File: src/rtl/inst_fetch_queue_pkg.sv
// Shared defaults and the fetch-entry layout for the instruction fetch queue.
`default_nettype none

package inst_fetch_queue_pkg;

  localparam int IFQ_DATA_WIDTH = 15;
  localparam int IFQ_ADDR_WIDTH = 8;
  localparam int IFQ_DEPTH      = 4;

  typedef struct packed {
    logic [IFQ_ADDR_WIDTH-1:0] addr;
    logic [IFQ_DATA_WIDTH-1:0] data;
  } fetch_entry_t;

  function automatic fetch_entry_t make_entry(input logic [IFQ_ADDR_WIDTH-1:0] addr,
                                              input logic [IFQ_DATA_WIDTH-1:0] data);
    fetch_entry_t e;
    e.addr = addr;
    e.data = data;
    return e;
  endfunction

endpackage

`default_nettype wire

File: src/rtl/inst_fetch_queue_fifo.sv
// Small synchronous FIFO with flush; head outputs read as zero when empty.
`default_nettype none

module fetch_fifo #(
  parameter int WIDTH = 23,
  parameter int DEPTH = 4
) (
  input  logic                         clock,
  input  logic                         reset_n,
  input  logic                         flush,
  input  logic                         push,
  input  logic [WIDTH-1:0]             push_data,
  input  logic                         pop,
  output logic                         head_valid,
  output logic [WIDTH-1:0]             head_data,
  output logic [$clog2(DEPTH+1)-1:0]   count
);

  localparam int PTR_W = $clog2(DEPTH);
  localparam int CNT_W = $clog2(DEPTH+1);

  logic [WIDTH-1:0] mem [DEPTH];
  logic [PTR_W-1:0] rd_ptr;
  logic [PTR_W-1:0] wr_ptr;
  logic             push_ok;
  logic             pop_ok;

  assign head_valid = (count != '0);
  assign head_data  = head_valid ? mem[rd_ptr] : '0;
  assign push_ok    = push && !flush;
  assign pop_ok     = pop && head_valid && !flush;

  // Storage carries no reset; validity is tracked entirely by count.
  always_ff @(posedge clock) begin
    if (push_ok) mem[wr_ptr] <= push_data;
  end

  always_ff @(posedge clock or negedge reset_n) begin
    if (!reset_n) begin
      rd_ptr <= '0;
      wr_ptr <= '0;
      count  <= '0;
    end else if (flush) begin
      rd_ptr <= '0;
      wr_ptr <= '0;
      count  <= '0;
    end else begin
      if (push_ok) wr_ptr <= wr_ptr + PTR_W'(1);
      if (pop_ok)  rd_ptr <= rd_ptr + PTR_W'(1);
      count <= count + CNT_W'(push_ok) - CNT_W'(pop_ok);
    end
  end

endmodule

`default_nettype wire

File: src/rtl/inst_fetch_queue.sv
// Fetch stage: owns the PC, hides the ROM's one-cycle read latency and
// buffers {addr, data} entries for a valid/ready consumer.
`default_nettype none

module inst_fetch_queue
  import inst_fetch_queue_pkg::*;
#(
  parameter int DATA_WIDTH = IFQ_DATA_WIDTH,
  parameter int ADDR_WIDTH = IFQ_ADDR_WIDTH,
  parameter int DEPTH      = IFQ_DEPTH
) (
  input  logic                         clock,
  input  logic                         reset_n,
  input  logic                         enable,
  input  logic                         redirect_valid,
  input  logic [ADDR_WIDTH-1:0]        redirect_addr,
  output logic [ADDR_WIDTH-1:0]        rom_addr,
  input  logic [DATA_WIDTH-1:0]        rom_data,
  output logic                         inst_valid,
  input  logic                         inst_ready,
  output logic [DATA_WIDTH-1:0]        inst_data,
  output logic [ADDR_WIDTH-1:0]        inst_addr,
  output logic [$clog2(DEPTH+1)-1:0]   count
);

  localparam int CNT_W   = $clog2(DEPTH+1);
  localparam int ENTRY_W = ADDR_WIDTH + DATA_WIDTH;

  logic [ADDR_WIDTH-1:0] pc;
  logic [ADDR_WIDTH-1:0] pend_addr;
  logic                  pending;
  logic [CNT_W:0]        inflight;
  logic                  issue;
  logic                  push;
  logic                  pop;
  logic                  head_valid;
  logic [ENTRY_W-1:0]    head_data;

  // Credit counts registered occupancy plus the read in flight, so a capture
  // can never land on a full queue; a same-cycle pop is deliberately ignored.
  assign inflight = {1'b0, count} + (CNT_W+1)'(pending);
  assign issue    = enable && !redirect_valid && (inflight < (CNT_W+1)'(DEPTH));
  assign push     = pending && !redirect_valid;
  assign pop      = head_valid && inst_ready && !redirect_valid;

  assign rom_addr   = pc;
  assign inst_valid = head_valid && !redirect_valid;
  assign inst_addr  = inst_valid ? head_data[ENTRY_W-1:DATA_WIDTH] : '0;
  assign inst_data  = inst_valid ? head_data[DATA_WIDTH-1:0]      : '0;

  always_ff @(posedge clock or negedge reset_n) begin
    if (!reset_n) begin
      pc        <= '0;
      pend_addr <= '0;
      pending   <= 1'b0;
    end else if (redirect_valid) begin
      pc      <= redirect_addr;
      pending <= 1'b0;
    end else begin
      pending <= issue;
      if (issue) begin
        pend_addr <= pc;
        pc        <= pc + ADDR_WIDTH'(1);
      end
    end
  end

  fetch_fifo #(
    .WIDTH (ENTRY_W),
    .DEPTH (DEPTH)
  ) u_fifo (
    .clock      (clock),
    .reset_n    (reset_n),
    .flush      (redirect_valid),
    .push       (push),
    .push_data  ({pend_addr, rom_data}),
    .pop        (pop),
    .head_valid (head_valid),
    .head_data  (head_data),
    .count      (count)
  );

endmodule

`default_nettype wire

File: config.mk
export PLATFORM = sky130hd
export DESIGN_NAME = inst_fetch_queue
export DESIGN_NICKNAME = d
export VERILOG_FILES = /design/src/rtl/inst_fetch_queue_pkg.sv /design/src/rtl/inst_fetch_queue_fifo.sv /design/src/rtl/inst_fetch_queue.sv
export SDC_FILE = /design/constraint.sdc
export NUM_CORES = 1
export LEC_CHECK = 0
export ABC_AREA = 1
export BUFFER_PORTS_ARGS = -buffer_cell sky130_fd_sc_hd__buf_2
export CAP_MARGIN = 20
export CORE_UTILIZATION = 30
export DETAILED_ROUTE_END_ITERATION = 10
export PLACE_DENSITY = 0.48
export SYNTH_ARGS = -nofsm -noshare
export SYNTH_HDL_FRONTEND = slang
export SYNTH_SLANG_ARGS = --single-unit
File: constraint.sdc
create_clock -name clock -period 2.4 [get_ports clock]
set_clock_uncertainty 0.1 [all_clocks]
set_input_delay 0.24 -clock clock [delete_from_list [all_inputs] [get_ports clock]]
set_output_delay 0.24 -clock clock [all_outputs]
set_load 0.005 [all_outputs]
==> key figures, run 1 <==
Synth
  – Area contributors post-synth: edfxtp_1, dfrtp_1, nor2_1
  – Top cells by count, synth: nor2_1, edfxtp_1, nand2_1, o21ai_0, inv_1
  – Synthesized Nets: 485
  – Xor/xnor share of the synthesized area: 0.355%
  – Seq cells post-synth: 116
  – Mapped cell area: between 4000 and 5000 sq um
  – Synth cell types: 24
  – Area leader, netlist: edfxtp_1
  – Most common flop cell mapped by yosys: edfxtp_1
  – Post-synth ARST share: 20.7%
  – Yosys warns: 0
  – Seq/Total Area, Yosys: 68.1%
  – Adder-cell share of the synthesized area: ~2.4%
  – Most common cell in the netlist: nor2_1
  – Multiplexer share of the synthesized area: 0%
  – Number of synthesized flops with an enable pin: 92
  – Cells after Synth: 448
  – Simple-Gate Fraction of Synth Area: 15.2%
  – Yosys top cell area share: 55.9%
  – Synth Area in Compound Gates: between 8 and 9%
  – Syn Area/Cell: 11.0 sq um
  – Main combinational cell family by area after synthesis: simple AND/OR/NAND/NOR gates

Global routing
  – First-pass GRT wire length: roughly 17000 um
  – Met3 Track Usage GR: under 10%
  – Most used routing layer: met2
  – Grt total ovfl: 0
  – Total Routing Usage GR: between 10 and 15%
  – Largest net degree at the start of global routing: 48
  – Vias in the first global route: 3457
  – Antenna violations before repair: 0
  – Grt met1 use: 16.9%
  – GR Util met2: 22.2%

Worst setup path
  – Crit path arrival time: 1.87 ns
  – CP Capture Type: output pin
  – CP startpoint: u_fifo.rd_ptr[1]
  – CP Class: reg2out
  – Element type at the critical path start: register
  – Maximum net fanout on the critical path: 24
  – Capture point of the critical path: inst_addr[7]
  – Register-to-Register Setup Slack: 0.20 ns
  – WP data required: 2.06 ns
  – Reg2reg start: u_fifo.count[1]
  – Worst R2R Path Depth: 11
  – Worst reg2reg path endpoint: u_fifo.count[2]

Power
  – Switching power: 1800 uW
  – Share of total power in the clock network: 41.2%
  – Power density cells: approximately 1000 nW/um^2
  – Static Leak: approximately 0.0026 uW
  – Peak supply drop: between 0.5 and 0.6 mV
  – Int Pwr: 4680 uW
  – Switching share of power: 27.7%
  – Combinational Power Share: 19.3%
  – Sequential power share: roughly two fifths

Clocking
  – TritonCTS Sinks: 116
  – H-tree Lvls: 4
  – Worst skew pair latency: 0.41 ns
  – TritonCTS clock tree: yes
  – CTS Buf Count: 17
  – Post-CTS Setup Bufs: 0
  – Root buffer cell: clkbuf_16
  – Clock slew at reported path FFs: 0.05 ns
  – Clock Path Buffers: 2

Finish
  – Layout cells sized above 1: 21.4%
  – Synthesis-to-layout area growth: 28.8%
  – Fin nets: around 580
  – Antenna diodes: 0

Min path
  – Worst hold path type: in2reg

Die
  – Core area: roughly 16000 sq um
  – Row count: 46
  – Starting density of the core: a little under a third
  – Die Height: about 130 um
  – Die area: 17000 sq um
  – Die X: 130 um
  – Io pins: 63

STA
  – RSZ-0062 raised after global routing: false
  – Final slew viol count: 0
  – Total negative slack: 0 ns
  – Min Tclk post-route: ~2.2 ns
  – Peak Freq: 452 MHz
  – Final worst slack: 0.189 ns
  – Setup Viol. Count Final: 0
  – Final hold violations: 0
  – Rel. slew slack: 63.2%
  – Worst-margin pin slew: 0.552 ns
  – Fin crit share: 92.1%

Job
  – Max-cap violations: 0

Routing
  – Iteration count of the initial detailed-routing pass: 4
  – Routed vias/inst: 4.50
  – Wire per inst: 14.2 um
  – Via count: 3475
  – DRC violation count after routing: 0
  – Drt total wl: 11000 um
  – Post-DRT Antenna Nets: 0
  – Initial DRC Count: 196

Status
  – Status: complete, no violations

Place
  – Place WS: 0.232 ns
  – Gpl congestion: 0.788
  – Half-perimeter wire length after detailed placement: 6760 um
  – Number of port buffers: 62
how the worst min path moves through the flow:
stage,start,to,slack [ns],cells after the start
4_1_cts,redirect_addr[4],rom_addr[4],0.01,5
5_1_grt,redirect_addr[4],rom_addr[4],0.04,5
2_1_floorplan,reset_n,pend_addr[0],-0.16,0
3_5_place_dp,reset_n,rom_addr[6],0.17,1
3_3_place_gp,reset_n,rom_addr[6],0.17,1
6_report,redirect_addr[4],rom_addr[4],0.02,5
kinds of logic after synthesis:
kind of cell | Yosys count
and+or+nand+nor | 187
xor gates and xnor gates | 2
DFF | 116
AOI/OAI and AO/OA | 82
buffers and inverters | 52
adders and majority gates | 9
worst max-delay path: stages, from the launching register on:
cell and delay [ns]:
dfrtp_1 0.38, buf_4 0.20, inv_2 0.42, nor2_1 0.10, o21ai_0 0.10, a21oi_1 0.08
buf_2 0.16
routing by layer:
layer	share of wire, %	wire length [um]	up-vias
met5	0	0	-
met4	2.1	236	0
met3	4.7	513	22
met2	46	5050	85
met1	47	5200	1648
li1	-	-	1720
state kept, by name, indices dropped and copies added, names as in the netlist:
name / cells
u_fifo.wr_ptr: 2
pend_addr: 8
u_fifo.rd_ptr: 2
u_fifo.count: 3
pending: 1
rom_addr: 8
u_fifo.mem: 92
metrics by stage:
step                instances  utilization, %  total power [uW]  hold slack, ns  area [sq um]
detailed placement        720            34.5              3830           0.171          5520
global placement          720            34.5              3800           0.169          5520
global route              773            39.8              6820          0.0425          6360
CTS                       773            39.7              6550          0.0103          6360
finish                    773            39.8              6470          0.0238          6360
floorplan                 448               -              3380          -0.156          4940
cell usage in the layout (no fill, tap or decap):
cell type,count
o21ai_0,31
nor2_4,1
buf_2,62
nor2_2,4
nand3_1,24
inv_2,3
nand4_1,2
dlygate4sd3_1,22
fa_1,1
clkbuf_1,3
nand2_1,51
edfxtp_1,92
bufinv_16,5
xnor2_1,1
o21ai_2,6
a21oi_1,23
clkbuf_16,17
buf_12,1
nand2_2,1
ha_1,8
clkinvlp_4,1
nand3_2,1
xor2_1,1
buf_4,13
dfrtp_1,24
clkinv_1,2
nor2_1,103
buf_6,1
clkinv_4,1
clkinv_2,2
inv_1,28
o21ai_1,22
final cells by class:
| type | instances | area [sq um] |
|---|---|---|
| Fill cell | 1593 | 9640 |
| Sequential cell | 116 | 3360 |
| Multi-Input combinational cell | 280 | 1330 |
| Timing Repair Buffer | 99 | 659 |
| Clock buffer | 20 | 437 |
| Tap cell | 216 | 270 |
| Clock inverter | 11 | 184 |
| Inverter | 31 | 116 |
power groups by stage:
stage	registers, uW	clock network (uW)	logic [uW]
5_1_grt	2580	2800	1430
3_3_place_gp	2590	0	1220
4_1_cts	2560	2720	1270
6_report	2560	2670	1250
3_5_place_dp	2590	0	1230
2_1_floorplan	2550	0	827
repair_timing:
action / 4_1_cts / 5_1_grt
gates resized for setup: 0 / 1
endpoints found under the hold margin: 90 / 0
hold buffers: 22 / 0
endpoints found under the setup margin: 0 / 1
(Power assumes the default switching activity.)
==> inputs of run 2 (changes only) <==
==> constraint.sdc (replaced) <==
create_clock -name clock -period 2.7 [get_ports clock]
set_clock_uncertainty 0.1 [all_clocks]
set_input_delay 0.27 -clock clock [delete_from_list [all_inputs] [get_ports clock]]
set_output_delay 0.27 -clock clock [all_outputs]
set_load 0.005 [all_outputs]
==> key figures, run 2 (synthesized netlist as in run 1, its figures left out) <==
Status
  – Status: complete, no violations (unchanged)

Finish
  – Fin nets: 579 (was 582)
  – Layout cells sized above 1: 21.1% (was 21.4%)
  – Max reg flops: 92 (unchanged)
  – Most frequent cells in the layout: nor2_1, edfxtp_1, buf_2 (unchanged)
  – Synthesis-to-layout area growth: 27.1% (was 28.8%)
  – Antenna diodes: 0 (unchanged)
  – Commonest non-fill, non-tap cell in the layout: nor2_1 (unchanged)
  – Reg with most FFs: u_fifo.mem (unchanged)

Routing
  – Iteration count of the initial detailed-routing pass: 5 (was 4)
  – DRC violation count after routing: 0 (unchanged)
  – Post-DRT Antenna Nets: 0 (unchanged)
  – Via count: 3396 (was 3475)
  – Drt total wl: 11000 um (about the same)
  – Initial DRC Count: 290 (was 196)
  – Wire per inst: 14.2 um (about the same)
  – Routed vias/inst: 4.40 (was 4.50)

Global routing
  – First-pass GRT wire length: 17600 um (was 17300 um)
  – Antenna violations before repair: 0 (unchanged)
  – Vias in the first global route: 3424 (was 3457)
  – Largest net degree at the start of global routing: 26 (was 48)
  – Total Routing Usage GR: 14.1% (was 13.9%)
  – Grt total ovfl: 0 (unchanged)

Place
  – Gpl congestion: 0.781 (was 0.788)
  – Half-perimeter wire length after detailed placement: 6650 um (was 6760 um)
  – Number of port buffers: 62 (unchanged)
  – Place WS: 0.540 ns (was 0.232 ns)

Clocking
  – CTS Buf Count: 17 (unchanged)
  – TritonCTS clock tree: yes (unchanged)
  – Worst skew pair latency: 0.40 ns (was 0.41 ns)
  – Clock slew at reported path FFs: 0.05 ns (about the same)
  – Clock Path Buffers: 2 (unchanged)
  – H-tree Lvls: 4 (unchanged)
  – TritonCTS Sinks: 116 (unchanged)
  – Root buffer cell: clkbuf_16 (unchanged)

STA
  – Final slew viol count: 0 (unchanged)
  – Final worst slack: 0.380 ns (was 0.189 ns)
  – Rel. slew slack: 62.6% (was 63.2%)
  – RSZ-0062 raised after global routing: false (unchanged)
  – Fin crit share: between 80 and 90%
  – Setup Viol. Count Final: 0 (unchanged)
  – Total negative slack: 0 ns (unchanged)
  – Worst-margin pin slew: 0.561 ns (was 0.552 ns)
  – Peak Freq: 431 MHz
  – Min Tclk post-route: 2.32 ns
  – Final hold violations: 0 (unchanged)

Power
  – Static Leak: 0.00256 uW (was 0.00261 uW)
  – Share of total power in the clock network: 39.5% (was 41.2%)
  – Switching power: 1580 uW (was 1800 uW)
  – Switching share of power: 28.5% (was 27.7%)
  – Power density cells: 885 nW/um^2 (was 1020 nW/um^2)
  – Int Pwr: 3980 uW (was 4680 uW)
  – Peak supply drop: 0.490 mV (was 0.503 mV)
  – Power, Total: 5560 uW (was 6470 uW)
  – Sequential power share: 41.5% (was 39.5%)
  – Combinational Power Share: 18.9% (was 19.3%)

Job
  – Max-cap violations: 0 (unchanged)

Die
  – Io pins: 63 (unchanged)
  – Die X: 130 um (unchanged)
  – Die Height: 130 um (unchanged)
  – Die area: 17000 sq um (unchanged)
  – Row count: 46 (unchanged)
  – Starting density of the core: 30.9% (unchanged)
  – Core area: 16000 sq um (unchanged)

Worst setup path
  – CP Class: reg2out (unchanged)
  – Crit path arrival time: 1.95 ns (was 1.87 ns)
  – Maximum net fanout on the critical path: 24 (unchanged)
  – CP Capture Type: output pin (unchanged)
  – Element type at the critical path start: register (unchanged)
  – WP data required: 2.33 ns (was 2.06 ns)

Min path
  – Worst hold path type: in2reg (unchanged)
[run 2: critical path, cell delays in order, from the launching register on]
cell	delay, ns
dfrtp_1	0.59
inv_2	0.34
nor2_1	0.17
o21ai_0	0.10
a21oi_1	0.19
buf_2	0.16
[run 2: final timing paths]
kind | cells after the start | slack [ns] | startpoint | endpoint
min in group asynchronous | 2 | 0.29 | reset_n | rom_addr[6]
worst min register to register | 0 | 0.43 | pend_addr[3] | u_fifo.mem[1][18]
worst max-delay path | 5 | 0.38 | u_fifo.rd_ptr[1] | inst_addr[0]
max in group asynchronous | 2 | 1.80 | reset_n | u_fifo.rd_ptr[0]
worst min-delay path | 5 | 0.08 | redirect_addr[4] | rom_addr[4]
worst max register to register | 11 | 0.53 | u_fifo.count[1] | u_fifo.count[2]
[run 2: layout make-up]
type,count,area [sq um]
inverters,31,116
flip-flops and latches,116,3360
multi-input cells,280,1330
fillers,1592,9720
clock buffers,22,444
repair buffers,96,621
well taps,216,270
clock inverters,10,133
[run 2: timing repair]
item                                   4_1_cts  5_1_grt
gates resized for setup                      0        1
endpoints found under the hold margin       90        0
setup buffers                                0        0
setup endpoints to repair                    0        1
hold buffers                                22        0
[run 2: power groups by stage]
stage	logic [uW]	registers, uW	clock network (uW)
2_1_floorplan	735	2270	0
3_3_place_gp	1040	2330	0
3_5_place_dp	1050	2350	0
4_1_cts	1080	2310	2240
5_1_grt	1220	2340	2320
6_report	1050	2310	2200
[run 2: stage by stage]
stage	utilization [%]	hold slack, ns	instances	cell area [sq um]
3_5_place_dp	34.3	0.200	717	5480
5_1_grt	39.3	0.103	771	6280
4_1_cts	39.3	0.0718	771	6280
2_1_floorplan	-	-0.126	448	4940
3_3_place_gp	34.3	0.198	717	5480
6_report	39.3	0.0817	771	6280
[run 2: layer usage]
metal  vias up  part of all wire [%]  GRT usage, %  wire [um]
li1       1711                     -             -          -
met4         0                   1.2          4.46        128
met3        11                   5.9          4.26        646
met1      1568                    46          17.1       5030
met5         -                     0             0          0
met2       106                    47          23.9       5150
==> inputs of run 3 (changes only) <==
--- a/config.mk
+++ b/config.mk
@@ -13,4 +13,5 @@
 export PLACE_DENSITY = 0.48
 export SYNTH_ARGS = -nofsm -noshare
 export SYNTH_HDL_FRONTEND = slang
+export SYNTH_HIERARCHICAL = 1
 export SYNTH_SLANG_ARGS = --single-unit
==> key figures, run 3 <==
Place
  – Number of port buffers: 62 (unchanged)
  – Place WS: 0.325 ns (was 0.540 ns)
  – Gpl congestion: 0.779 (was 0.781)
  – Half-perimeter wire length after detailed placement: 7040 um (was 6650 um)

Synth
  – Area contributors post-synth: edfxtp_1, nand2_1, dfrtp_1 (was edfxtp_1, dfrtp_1, nor2_1)
  – Number of synthesized flops with an enable pin: 92 (unchanged)
  – Mapped cell area: 5460 sq um (was 4940 sq um)
  – Cells after Synth: 564 (was 448)
  – Most common flop cell mapped by yosys: edfxtp_1 (unchanged)
  – Top cells by count, synth: nand2_1, inv_1, edfxtp_1, nand3_1, nor2_1 (was nor2_1, edfxtp_1, nand2_1, o21ai_0, inv_1)
  – Area leader, netlist: edfxtp_1 (unchanged)
  – Synthesized Nets: 600 (was 485)
  – Post-synth ARST share: 20.7% (unchanged)
  – Synth cell types: 25 (was 24)
  – Seq cells post-synth: 116 (unchanged)
  – Syn Area/Cell: 9.68 sq um (was 11.0 sq um)
  – Seq/Total Area, Yosys: 61.6% (was 68.1%)
  – Yosys top cell area share: 50.6% (was 55.9%)
  – Most common cell in the netlist: nand2_1 (was nor2_1)
  – Yosys warns: 6 (was 0)

STA
  – RSZ-0062 raised after global routing: false (unchanged)
  – Worst-margin pin slew: 0.590 ns (was 0.561 ns)
  – Peak Freq: 414 MHz (was 431 MHz)
  – Final worst slack: 0.285 ns (was 0.380 ns)
  – Total negative slack: 0 ns (unchanged)
  – Final hold violations: 0 (unchanged)
  – Final slew viol count: 0 (unchanged)
  – Rel. slew slack: 60.5% (was 62.6%)
  – Setup Viol. Count Final: 0 (unchanged)
  – Min Tclk post-route: 2.42 ns (was 2.32 ns)
  – Hold slack: 0.0812 ns (was 0.0817 ns)
  – Fin crit share: 89.5% (was 85.9%)

Global routing
  – Most used routing layer: met2 (unchanged)
  – Met3 Track Usage GR: 3.59% (was 4.26%)
  – Vias in the first global route: 3794 (was 3424)
  – Largest net degree at the start of global routing: 47 (was 26)
  – Grt met1 use: 16.7% (was 17.1%)
  – Total Routing Usage GR: 13.9% (was 14.1%)
  – Grt total ovfl: 0 (unchanged)
  – First-pass GRT wire length: 19300 um (was 17600 um)
  – Antenna violations before repair: 0 (unchanged)
  – GR Util met2: 23.8% (was 23.9%)

Min path
  – Worst hold path type: in2reg (unchanged)

Routing
  – Iteration count of the initial detailed-routing pass: 5 (unchanged)
  – Post-DRT Antenna Nets: 0 (unchanged)
  – Wire per inst: 13.4 um (was 14.2 um)
  – Via count: 3849 (was 3396)
  – Drt total wl: 12000 um (was 11000 um)
  – DRC violation count after routing: 0 (unchanged)
  – Routed vias/inst: 4.31 (was 4.40)
  – Initial DRC Count: 191 (was 290)

Finish
  – Max reg flops: 92 (unchanged)
  – Commonest non-fill, non-tap cell in the layout: nand2_1 (was nor2_1)
  – Number of fill cells: 1743 (was 1592)
  – Most frequent cells in the layout: nand2_1, inv_1, edfxtp_1 (was nor2_1, edfxtp_1, buf_2)
  – Layout cells sized above 1: 20.2% (was 21.1%)
  – Fin nets: 692 (was 579)
  – Antenna diodes: 0 (unchanged)
  – Synthesis-to-layout area growth: 24.2% (was 27.1%)
  – Reg with most FFs: u_fifo/mem (was u_fifo.mem)

Clocking
  – Worst skew pair latency: 0.41 ns (was 0.40 ns)
  – Hold buffers post-CTS: 24 (was 22)
  – H-tree Lvls: 4 (unchanged)
  – CTS Buf Count: 17 (unchanged)
  – Post-CTS Setup Bufs: 0 (unchanged)
  – Root buffer cell: clkbuf_16 (unchanged)
  – TritonCTS Sinks: 116 (unchanged)
  – Clock Path Buffers: 2 (unchanged)
  – Post_cts resized: 0 (unchanged)
  – TritonCTS clock tree: yes (unchanged)
  – Clock slew at reported path FFs: 0.05 ns (about the same)

Worst setup path
  – WP data required: 2.33 ns (about the same)
  – Max incr delay on CP: 0.65 ns (was 0.59 ns)
  – CP bufs+invs: 3 (was 2)
  – Element type at the critical path start: register (unchanged)
  – Capture point of the critical path: inst_data[0] (was inst_addr[0])
  – Worst path depth: 8 (was 5)
  – Cell Chain, Critical Path: buf_4, nand2_1, nand2_1, nand2_1, a21oi_1, inv_1, nor2_1, buf_2 (was inv_2, nor2_1, o21ai_0, a21oi_1, buf_2)
  – Most frequent CP cell: nand2_1
  – CP Class: reg2out (unchanged)
  – Register-to-Register Setup Slack: 0.30 ns (was 0.53 ns)
  – CP Capture Type: output pin (unchanged)
  – Worst R2R Path Depth: 14 (was 11)
  – Worst reg2reg path endpoint: u_fifo/count[2] (was u_fifo.count[2])
  – Reg2reg start: u_fifo/count[1] (was u_fifo.count[1])
  – Crit path arrival time: 2.05 ns (was 1.95 ns)
  – Critical path's slowest cell: dfrtp_2 (was dfrtp_1)
  – CP startpoint: u_fifo/rd_ptr[0] (was u_fifo.rd_ptr[1])
  – Cell family with most CP delay: flip-flops (unchanged)
  – Maximum net fanout on the critical path: 19 (was 24)

Power
  – Static Leak: 0.00296 uW (was 0.00256 uW)
  – Peak supply drop: 0.423 mV (was 0.490 mV)
  – Power density cells: 673 nW/um^2 (was 885 nW/um^2)

Job
  – Max-cap violations: 0 (unchanged)

Die
  – Die X: 137 um (was 130 um)
  – Row count: 48 (was 46)
  – Starting density of the core: 31.1% (was 30.9%)
  – Die Height: 137 um (was 130 um)
  – Die area: 18700 sq um (was 17000 sq um)
  – Core area: 17500 sq um (was 16000 sq um)
  – Io pins: 63 (unchanged)

Status
  – Status: complete, no violations (unchanged)
## run 3: through the flow
| stage | total power [uW] | cells | util, % | instance area, sq um |
|---|---|---|---|---|
| 3_3_place_gp | 2300 | 838 | 33.9 | 5950 |
| 3_5_place_dp | 2310 | 838 | 33.9 | 5950 |
| 2_1_floorplan | 2210 | 564 | - | 5460 |
| 4_1_cts | 4630 | 893 | 38.7 | 6780 |
| 5_1_grt | 4740 | 893 | 38.7 | 6780 |
| 6_report | 4560 | 893 | 38.7 | 6780 |
## run 3: layout make-up
type | count | area, sq um | area share, %
repair buffers | 95 | 618 | 9.11
flip-flops and latches | 116 | 3360 | 49.6
multi-input cells | 329 | 1550 | 22.9
inverters | 97 | 373 | 5.50
well taps | 225 | 282 | 4.15
clock buffers | 20 | 437 | 6.44
clock inverters | 11 | 160 | 2.36
## run 3: how the worst min path moves through the flow
stage                       start      endpoint  slack, ns  cells after the start
final                      enable       pending       0.08                      3
after global routing       enable       pending       0.08                      3
after CTS                  enable       pending       0.06                      3
after detailed placement  reset_n   rom_addr[1]       0.21                      1
after global placement    reset_n   rom_addr[1]       0.19                      1
after floorplan           reset_n  pend_addr[0]      -0.13                      0
## run 3: cells by family (layout without fill, tap and decap cells)
logic type	Yosys count	in the layout	share of synthesized area (%)
and+or+nand+nor	289	289	21.8
buffers and inverters	119	223	10.2
DFF	116	116	61.6
AOI/OAI and AO/OA	32	32	4.45
adders and majority gates	8	8	1.97
## run 3: routing by layer
| metal | wire [um] | share of wire, % |
|---|---|---|
| met1 | 5500 | 46 |
| met5 | 0 | 0 |
| met2 | 5870 | 49 |
| met3 | 424 | 3.5 |
| met4 | 155 | 1.3 |
## run 3: power by group
part	internal [uW]	total, uW	switching (uW)
sequential	2000	2050	52.7
clock	1530	2270	744
combinational	101	239	138
total	3630	4560	935
## run 3: tightest hold or removal path: stages
cell and delay [ns]:
buf_2 0.12, nand2_2 0.08, nor2_4 0.07
